## config.mk

```make
export PLATFORM = sky130hd
export DESIGN_NAME = beta_writeback_flat
export DESIGN_NICKNAME = d
export VERILOG_FILES = /design/src/rtl/beta_pkg.sv /design/src/rtl/beta_writeback_if.sv /design/src/rtl/beta_wb_holdbuf.sv /design/src/rtl/beta_writeback.sv /design/src/flat_wrapper.sv
export SDC_FILE = /design/constraint.sdc
export NUM_CORES = 1
export LEC_CHECK = 0
export ABC_AREA = 1
export BUFFER_PORTS_ARGS = -buffer_cell sky130_fd_sc_hd__clkbuf_2
export CAP_MARGIN = 15
export CORE_ASPECT_RATIO = 1.1
export CORE_MARGIN = 4
export CORE_UTILIZATION = 25
export DETAILED_ROUTE_END_ITERATION = 16
export PLACE_DENSITY_LB_ADDON = 0.2
export SLEW_MARGIN = 25
export SYNTH_ARGS = -nofsm -noshare
export SYNTH_HDL_FRONTEND = slang
export SYNTH_SLANG_ARGS = --single-unit
export TNS_END_PERCENT = 100
```

## constraint.sdc

```tcl
create_clock -name clk_i -period 1.2 [get_ports clk_i]
set_input_delay 0.12 -clock clk_i [delete_from_list [all_inputs] [get_ports clk_i]]
set_output_delay 0.12 -clock clk_i [all_outputs]
set_load 0.01 [all_outputs]
```

## src/rtl/beta_pkg.sv

```systemverilog
// Shared types and constants for the beta writeback stage.
package beta_pkg;

  localparam int unsigned NumRegs = 32;

  typedef enum logic {
    EMPTY = 1'b0,
    FULL  = 1'b1
  } wb_state_e;

endpackage

```

## src/rtl/beta_writeback_if.sv

```systemverilog
// Result, register-file, forwarding and stall signals of the writeback stage.
interface beta_writeback_if #(
  parameter int unsigned DataWidth = 32,
  parameter int unsigned AddrWidth = 5
);

  logic                 alu_valid_i;
  logic [AddrWidth-1:0] alu_rd_i;
  logic [DataWidth-1:0] alu_data_i;

  logic                 lsu_valid_i;
  logic                 lsu_ready_o;
  logic [AddrWidth-1:0] lsu_rd_i;
  logic [DataWidth-1:0] lsu_data_i;

  logic                 rf_wr_en_o;
  logic [AddrWidth-1:0] rf_rd_addr_o;
  logic [DataWidth-1:0] rf_rd_wdata_o;

  logic [AddrWidth-1:0] rs1_addr_i;
  logic [AddrWidth-1:0] rs2_addr_i;

  logic                 fwd_rs1_en_o;
  logic                 fwd_rs2_en_o;
  logic [DataWidth-1:0] fwd_rs1_data_o;
  logic [DataWidth-1:0] fwd_rs2_data_o;

  logic                 stall_o;

  modport slave (
    input  alu_valid_i, alu_rd_i, alu_data_i,
    input  lsu_valid_i, lsu_rd_i, lsu_data_i,
    input  rs1_addr_i, rs2_addr_i,
    output lsu_ready_o,
    output rf_wr_en_o, rf_rd_addr_o, rf_rd_wdata_o,
    output fwd_rs1_en_o, fwd_rs2_en_o, fwd_rs1_data_o, fwd_rs2_data_o,
    output stall_o
  );

  modport master (
    output alu_valid_i, alu_rd_i, alu_data_i,
    output lsu_valid_i, lsu_rd_i, lsu_data_i,
    output rs1_addr_i, rs2_addr_i,
    input  lsu_ready_o,
    input  rf_wr_en_o, rf_rd_addr_o, rf_rd_wdata_o,
    input  fwd_rs1_en_o, fwd_rs2_en_o, fwd_rs1_data_o, fwd_rs2_data_o,
    input  stall_o
  );

endinterface

```

## src/rtl/beta_wb_holdbuf.sv

```systemverilog
// Single-entry hold buffer: parks the result that lost write-port arbitration.
module beta_wb_holdbuf
  import beta_pkg::*;
#(
  parameter int unsigned DataWidth = 32,
  parameter int unsigned AddrWidth = 5
) (
  input  logic                 i_clk,
  input  logic                 i_rst,
  input  logic                 i_alu_valid,
  input  logic [AddrWidth-1:0] i_alu_rd,
  input  logic [DataWidth-1:0] i_alu_data,
  input  logic                 i_lsu_valid,
  input  logic [AddrWidth-1:0] i_lsu_rd,
  input  logic [DataWidth-1:0] i_lsu_data,
  output logic                 o_full,
  output logic [AddrWidth-1:0] o_hold_rd,
  output logic [DataWidth-1:0] o_hold_data
);

  wb_state_e            r_state;
  wb_state_e            w_state_next;
  logic                 w_load;
  logic [AddrWidth-1:0] w_load_rd;
  logic [DataWidth-1:0] w_load_data;
  logic [AddrWidth-1:0] r_hold_rd;
  logic [DataWidth-1:0] r_hold_data;

  always_ff @(posedge i_clk) begin
    if (i_rst) begin
      r_state <= EMPTY;
    end else begin
      r_state <= w_state_next;
    end
  end

  // While FULL the held entry drains every cycle; a concurrent ALU result takes its place.
  always_comb begin
    w_state_next = r_state;
    w_load       = 1'b0;
    w_load_rd    = i_lsu_rd;
    w_load_data  = i_lsu_data;
    case (r_state)
      EMPTY: begin
        if (i_alu_valid && i_lsu_valid) begin
          w_state_next = FULL;
          w_load       = 1'b1;
        end
      end
      FULL: begin
        if (i_alu_valid) begin
          w_load      = 1'b1;
          w_load_rd   = i_alu_rd;
          w_load_data = i_alu_data;
        end else begin
          w_state_next = EMPTY;
        end
      end
      default: w_state_next = EMPTY;
    endcase
  end

  always_ff @(posedge i_clk) begin
    if (i_rst) begin
      r_hold_rd   <= '0;
      r_hold_data <= '0;
    end else if (w_load) begin
      r_hold_rd   <= w_load_rd;
      r_hold_data <= w_load_data;
    end
  end

  assign o_full      = (r_state == FULL);
  assign o_hold_rd   = r_hold_rd;
  assign o_hold_data = r_hold_data;

endmodule

```

## src/rtl/beta_writeback.sv

```systemverilog
// Writeback stage: arbitrates ALU/LSU results onto the register-file write port with bypass.
module beta_writeback
  import beta_pkg::*;
#(
  parameter int unsigned DataWidth = 32,
  parameter int unsigned AddrWidth = 5
) (
  input logic              clk_i,
  input logic              rst_i,
  beta_writeback_if.slave  bus
);

  logic                 w_full;
  logic [AddrWidth-1:0] w_hold_rd;
  logic [DataWidth-1:0] w_hold_data;

  logic                 w_sel_valid;
  logic [AddrWidth-1:0] w_sel_rd;
  logic [DataWidth-1:0] w_sel_data;

  logic                 r_wr_en;
  logic [AddrWidth-1:0] r_rd_addr;
  logic [DataWidth-1:0] r_rd_wdata;

  logic                 w_fwd1_en;
  logic                 w_fwd2_en;

  beta_wb_holdbuf #(
    .DataWidth (DataWidth),
    .AddrWidth (AddrWidth)
  ) u_holdbuf (
    .i_clk       (clk_i),
    .i_rst       (rst_i),
    .i_alu_valid (bus.alu_valid_i),
    .i_alu_rd    (bus.alu_rd_i),
    .i_alu_data  (bus.alu_data_i),
    .i_lsu_valid (bus.lsu_valid_i),
    .i_lsu_rd    (bus.lsu_rd_i),
    .i_lsu_data  (bus.lsu_data_i),
    .o_full      (w_full),
    .o_hold_rd   (w_hold_rd),
    .o_hold_data (w_hold_data)
  );

  // Held entry is always oldest, so it wins; the LSU is only eligible while EMPTY.
  always_comb begin
    w_sel_valid = 1'b0;
    w_sel_rd    = bus.alu_rd_i;
    w_sel_data  = bus.alu_data_i;
    if (w_full) begin
      w_sel_valid = 1'b1;
      w_sel_rd    = w_hold_rd;
      w_sel_data  = w_hold_data;
    end else if (bus.alu_valid_i) begin
      w_sel_valid = 1'b1;
    end else if (bus.lsu_valid_i) begin
      w_sel_valid = 1'b1;
      w_sel_rd    = bus.lsu_rd_i;
      w_sel_data  = bus.lsu_data_i;
    end
  end

  // Writes to r0 are consumed but never reach the register file.
  always_ff @(posedge clk_i) begin
    if (rst_i) begin
      r_wr_en    <= 1'b0;
      r_rd_addr  <= '0;
      r_rd_wdata <= '0;
    end else begin
      r_wr_en <= w_sel_valid && (w_sel_rd != '0);
      if (w_sel_valid) begin
        r_rd_addr  <= w_sel_rd;
        r_rd_wdata <= w_sel_data;
      end
    end
  end

  assign w_fwd1_en = r_wr_en && (r_rd_addr == bus.rs1_addr_i) && (bus.rs1_addr_i != '0);
  assign w_fwd2_en = r_wr_en && (r_rd_addr == bus.rs2_addr_i) && (bus.rs2_addr_i != '0);

  assign bus.lsu_ready_o    = !w_full;
  assign bus.rf_wr_en_o     = r_wr_en;
  assign bus.rf_rd_addr_o   = r_rd_addr;
  assign bus.rf_rd_wdata_o  = r_rd_wdata;
  assign bus.fwd_rs1_en_o   = w_fwd1_en;
  assign bus.fwd_rs2_en_o   = w_fwd2_en;
  assign bus.fwd_rs1_data_o = w_fwd1_en ? r_rd_wdata : '0;
  assign bus.fwd_rs2_data_o = w_fwd2_en ? r_rd_wdata : '0;
  assign bus.stall_o        = w_full && (w_hold_rd != '0) &&
                              ((w_hold_rd == bus.rs1_addr_i) || (w_hold_rd == bus.rs2_addr_i));

endmodule

```

## src/flat_wrapper.sv

```systemverilog
// flat-port wrapper written by rule: the top's interface ports become plain ports
module beta_writeback_flat import beta_pkg::*;
#(
  parameter int unsigned DataWidth = 32,
  parameter int unsigned AddrWidth = 5
)
  (clk_i, rst_i, bus_alu_valid_i, bus_alu_rd_i, bus_alu_data_i, bus_lsu_valid_i, bus_lsu_rd_i, bus_lsu_data_i, bus_rs1_addr_i, bus_rs2_addr_i, bus_lsu_ready_o, bus_rf_wr_en_o, bus_rf_rd_addr_o, bus_rf_rd_wdata_o, bus_fwd_rs1_en_o, bus_fwd_rs2_en_o, bus_fwd_rs1_data_o, bus_fwd_rs2_data_o, bus_stall_o);
  beta_writeback_if #(.DataWidth(DataWidth), .AddrWidth(AddrWidth)) bus_i ();
  input logic clk_i;
  input logic rst_i;
  input wire logic [$bits(bus_i.alu_valid_i)-1:0] bus_alu_valid_i;
  input wire logic [$bits(bus_i.alu_rd_i)-1:0] bus_alu_rd_i;
  input wire logic [$bits(bus_i.alu_data_i)-1:0] bus_alu_data_i;
  input wire logic [$bits(bus_i.lsu_valid_i)-1:0] bus_lsu_valid_i;
  input wire logic [$bits(bus_i.lsu_rd_i)-1:0] bus_lsu_rd_i;
  input wire logic [$bits(bus_i.lsu_data_i)-1:0] bus_lsu_data_i;
  input wire logic [$bits(bus_i.rs1_addr_i)-1:0] bus_rs1_addr_i;
  input wire logic [$bits(bus_i.rs2_addr_i)-1:0] bus_rs2_addr_i;
  output wire logic [$bits(bus_i.lsu_ready_o)-1:0] bus_lsu_ready_o;
  output wire logic [$bits(bus_i.rf_wr_en_o)-1:0] bus_rf_wr_en_o;
  output wire logic [$bits(bus_i.rf_rd_addr_o)-1:0] bus_rf_rd_addr_o;
  output wire logic [$bits(bus_i.rf_rd_wdata_o)-1:0] bus_rf_rd_wdata_o;
  output wire logic [$bits(bus_i.fwd_rs1_en_o)-1:0] bus_fwd_rs1_en_o;
  output wire logic [$bits(bus_i.fwd_rs2_en_o)-1:0] bus_fwd_rs2_en_o;
  output wire logic [$bits(bus_i.fwd_rs1_data_o)-1:0] bus_fwd_rs1_data_o;
  output wire logic [$bits(bus_i.fwd_rs2_data_o)-1:0] bus_fwd_rs2_data_o;
  output wire logic [$bits(bus_i.stall_o)-1:0] bus_stall_o;
  assign bus_i.alu_valid_i = bus_alu_valid_i;
  assign bus_i.alu_rd_i = bus_alu_rd_i;
  assign bus_i.alu_data_i = bus_alu_data_i;
  assign bus_i.lsu_valid_i = bus_lsu_valid_i;
  assign bus_i.lsu_rd_i = bus_lsu_rd_i;
  assign bus_i.lsu_data_i = bus_lsu_data_i;
  assign bus_i.rs1_addr_i = bus_rs1_addr_i;
  assign bus_i.rs2_addr_i = bus_rs2_addr_i;
  assign bus_lsu_ready_o = bus_i.lsu_ready_o;
  assign bus_rf_wr_en_o = bus_i.rf_wr_en_o;
  assign bus_rf_rd_addr_o = bus_i.rf_rd_addr_o;
  assign bus_rf_rd_wdata_o = bus_i.rf_rd_wdata_o;
  assign bus_fwd_rs1_en_o = bus_i.fwd_rs1_en_o;
  assign bus_fwd_rs2_en_o = bus_i.fwd_rs2_en_o;
  assign bus_fwd_rs1_data_o = bus_i.fwd_rs1_data_o;
  assign bus_fwd_rs2_data_o = bus_i.fwd_rs2_data_o;
  assign bus_stall_o = bus_i.stall_o;
  beta_writeback #(.DataWidth(DataWidth), .AddrWidth(AddrWidth)) u_core (.clk_i(clk_i), .rst_i(rst_i), .bus(bus_i));
endmodule
```

==> PnR_summary.wiki <==
{| class="wikitable"
! Metric !! Value
|-
| Max rail drop VDD || 0.657 mV
|-
| IO Pins || about 190
|-
| Critical path class || reg -> out
|-
| Path class of the lowest-slack min-delay path || in -> reg
|-
| CTS tree || built
|-
| Number of global-route vias before repair || approximately 4900
|-
| First DRT Iteration DRCs || 280
|-
| FF-to-FF setup slack || -0.15 ns
|-
| Antenna viol nets, final || 0
|-
| Number of stages on the worst hold path || 3
|-
| Antenna violations before repair || 1
|-
| Delay of the slowest cell on the worst path || 0.34 ns
|-
| Part of the Yosys area used for sequential elements || 0.326
|-
| Total routing resource utilization after global routing || 0.163
|-
| Fraction of registers with async set/reset || 0
|-
| Top post-synthesis cells by area || dfxtp_1, nor3_2, nand2_1
|-
| Worst Tran Pin Value || roughly 0.28 ns
|-
| Failing checks || negative setup slack
|-
| GP Congestion || approximately 0.79
|-
| Count of different cell masters after synthesis || 28
|-
| Vias/cell || around 4.9
|-
| Vias post-DR || between 5000 and 6000
|-
| Top cell family by delay on the critical path || simple AND/OR/NAND/NOR gates
|-
| Main flop type after synthesis || dfxtp_1
|-
| Number of buffers inserted during clock tree synthesis || 9
|-
| Crit path max fanout || 20
|-
| Capture instance of the worst register-to-register path || u_core.bus.rf_rd_wdata_o[10]
|-
| Final count of pins violating max slew || 0
|-
| Top cell type by total area after synthesis || dfxtp_1
|-
| Clock Latency Late Sink || roughly 0.34 ns
|-
| Routed Wire Length || 20600 um
|-
| Outcome || complete, but fails checks
|-
| Crit Reg-Reg Startpoint || u_core.u_holdbuf.o_full
|-
| Warnings from Yosys || 0
|-
| Final hold vios || 0
|-
| Worst min-delay path startpoint || bus_lsu_rd_i[2]
|-
| Number of rows created at floorplan || 52
|-
| Largest net degree at the start of global routing || 43
|-
| Max-Cap Viols || 0
|-
| Number of nets in the synthesized netlist || around 730
|-
| First-pass DRT Iterations || 4
|-
| Maximum clock frequency || approximately 550 MHz
|-
| Core area || ~18000 um^2
|-
| Critical path buffers and inverters || 2
|-
| DP Wirelength || about 13000 um
|-
| Final core area utilization || 0.449
|-
| Global-route congestion overflow total || 0
|-
| Most frequent cells after synthesis || nand2_1, inv_1, dfxtp_1
|-
| Synth Instances || 646
|-
| Initial core utilization || 0.254
|-
| Clock sink total || 76
|-
| Combined area of all synthesized cells || 4660 um^2
|-
| Number of enable flip-flop cells after synthesis || 0
|-
| Synth-to-Final Area Change || 76.9%
|-
| Number of nets at the end of the flow || 977
|-
| Area fraction of the dominant cell type after synthesis || 0.326
|-
| Max Root-Sink Buffers || 2
|-
| Share of final-layout standard cells stronger than drive strength 1 || 0.558
|-
| Worst-path cell chain || or2_1, a21oi_2, nand2_4, buf_12, nor3_4, clkbuf_2
|-
| Unrepaired setup endpoints after global routing || yes
|-
| Wire length of the first global-routing pass || between 20000 and 30000 um
|-
| Number of H-tree levels || 3
|-
| Register clock-pin slew on the reported worst setup and hold paths || approximately 0.060 ns
|-
| Time the worst path needs with I/O delays and setup || 1.83 ns
|-
| Height of the die || roughly 150 um
|-
| Root Buffer Master || clkbuf_16
|-
| Mean routed wirelength per cell || roughly 18 um
|-
| Die Width || ~140 um
|-
| Arrival time worst endpoint || between 1.5 and 2 ns
|-
| Cell leakage power || ~4.0 nW
|-
| Power per cell area || 1010 nW/um^2
|-
| Logic depth of the worst path, buffers included || 6
|-
| Most frequent cell after synthesis || nand2_1
|-
| Setup slack of the critical path after layout || -0.629 ns
|-
| Final count of negative-setup-slack endpoints || 143
|-
| Die Area || 20900 um^2
|-
| CP endpoint kind || primary output
|-
| Setup Total Neg Slack || -44.45 ns
|-
| Startpoint class of the critical path || register
|-
| Number of port buffers || 193
|-
| Slowest-stage cell, CP || dfxtp_2
|-
| Relative slew slack || 0.811
|-
| Worst reg2reg path depth || 7
|-
| Remaining routing DRC violations || 0
|-
| Worst EP required || ~1.1 ns
|-
| End point of the worst hold path || u_core.u_holdbuf.o_hold_rd[2]
|-
| Fraction of the cycle the final worst path needs || 1.52
|-
| Power consumption || 8.34 mW
|-
| Flip-flop and latch count after synthesis || 76
|-
| Avg Inst Size Synth || 7.21 um^2
|-
| Setup skew after layout || ~0.0059 ns
|}
[where the power goes]
part           leakage [nW]  internal [mW]  switching [mW]
logic                  3.21           1.14            1.54
registers             0.635           2.75           0.207
clock network         0.139           1.60            1.10
total                  3.99           5.49            2.85
[registers in the layout, summed over array words and instances (netlist names)]
name                          count
u_core.bus.rf_wr_en_o             1
u_core.bus.rf_rd_wdata_o         32
u_core.u_holdbuf.o_hold_data     32
u_core.bus.rf_rd_addr_o           5
u_core.u_holdbuf.o_hold_rd        5
u_core.u_holdbuf.o_full           1
[logic make-up after synthesis]
family,after synthesis,synth area share
DFF,76,0.326
and+or+nand+nor,194,0.228
buffers and inverters,139,0.143
AOI/OAI and AO/OA,226,0.281
xor gates and xnor gates,11,0.0207
[layout make-up]
class | instances | area [um^2]
multi-input cells | 433 | 3500
diodes | 1 | 2.50
repair buffers | 288 | 2300
fillers | 1871 | 10100
clock buffers | 11 | 233
inverters | 81 | 312
well taps | 243 | 304
clock inverters | 5 | 52.6
flip-flops and latches | 76 | 1540
[worst max path at each step]
stage                                     from                     end  slack [ns]
finish              u_core.bus.rf_rd_addr_o[1]  bus_fwd_rs2_data_o[12]       -0.63
global placement         u_core.bus.rf_wr_en_o  bus_fwd_rs1_data_o[19]       -0.29
floorplan           u_core.bus.rf_rd_addr_o[1]  bus_fwd_rs2_data_o[10]       -0.12
global route        u_core.bus.rf_rd_addr_o[1]  bus_fwd_rs2_data_o[10]       -0.73
CTS                 u_core.bus.rf_rd_addr_o[1]  bus_fwd_rs2_data_o[10]       -0.63
detailed placement       u_core.bus.rf_wr_en_o  bus_fwd_rs1_data_o[21]       -0.26
[through the flow]
stage / instance area [um^2] / cells / hold slack (ns) / worst slack [ns]
final: 8250 / 1138 / 0.0712 / -0.629
after global routing: 8250 / 1138 / 0.103 / -0.730
after CTS: 7160 / 1103 / 0.0680 / -0.627
after detailed placement: 6770 / 1085 / 0.339 / -0.263
after global placement: 6770 / 1085 / 0.332 / -0.294
after floorplan: 5280 / 646 / 0.197 / -0.119
[per-layer routing]
layer	global-route usage	wire length, um	vias up
met3	0.0290	1120	14
li1	-	-	2760
met4	0.0514	203	0
met2	0.265	9970	169
met5	0	0	-
met1	0.221	9270	2589
[placed cells by master, fill, tap and decap left out, types with 3 or more instances in the layout]
| cell | Yosys | routed |
|---|---|---|
| nand2_2 | 4 | 8 |
| inv_2 | 4 | 5 |
| inv_1 | 77 | 75 |
| xor2_1 | 9 | 9 |
| dfxtp_1 | 76 | 65 |
| buf_4 | 9 | 41 |
| a31oi_2 | 0 | 4 |
| buf_2 | 17 | 39 |
| nand2_1 | 96 | 89 |
| o21ai_2 | 0 | 56 |
| o22ai_2 | 0 | 3 |
| nor3_2 | 42 | 7 |
| buf_8 | 0 | 5 |
| nor2_4 | 0 | 3 |
| o21ai_1 | 35 | 11 |
| clkbuf_2 | 0 | 152 |
| o22ai_1 | 39 | 36 |
| o21ai_0 | 42 | 3 |
| clkbuf_16 | 0 | 21 |
| dfxtp_2 | 0 | 8 |
| buf_6 | 12 | 13 |
| nand3_1 | 13 | 11 |
| o21ai_4 | 0 | 7 |
| nor2_1 | 10 | 7 |
| a21oi_1 | 43 | 22 |
| dfxtp_4 | 0 | 3 |
| o211ai_1 | 32 | 32 |
| a31oi_1 | 32 | 27 |
| a21oi_2 | 3 | 23 |
| clkinv_2 | 0 | 3 |
| buf_12 | 0 | 24 |
| nand2_4 | 0 | 3 |
| nor3_4 | 0 | 57 |
[worst register-to-register path, stage by stage (launching register included)]
cell	delay, ns
dfxtp_4	0.36
buf_6	0.12
nor2_4	0.15
buf_12	0.16
nand2_8	0.08
buf_12	0.17
o21ai_0	0.16
a31oi_1	0.05
[timing repair]
item                                   in CTS  in global routing
pin swaps                                   4                 14
hold buffers                                1                  0
endpoints found under the hold margin       1                  0
setup endpoints to repair                  97                137
gates cloned                                0                 23
gates resized for setup                    29                208
setup buffers                               1                 11
Power figures use the tool's default switching activity.
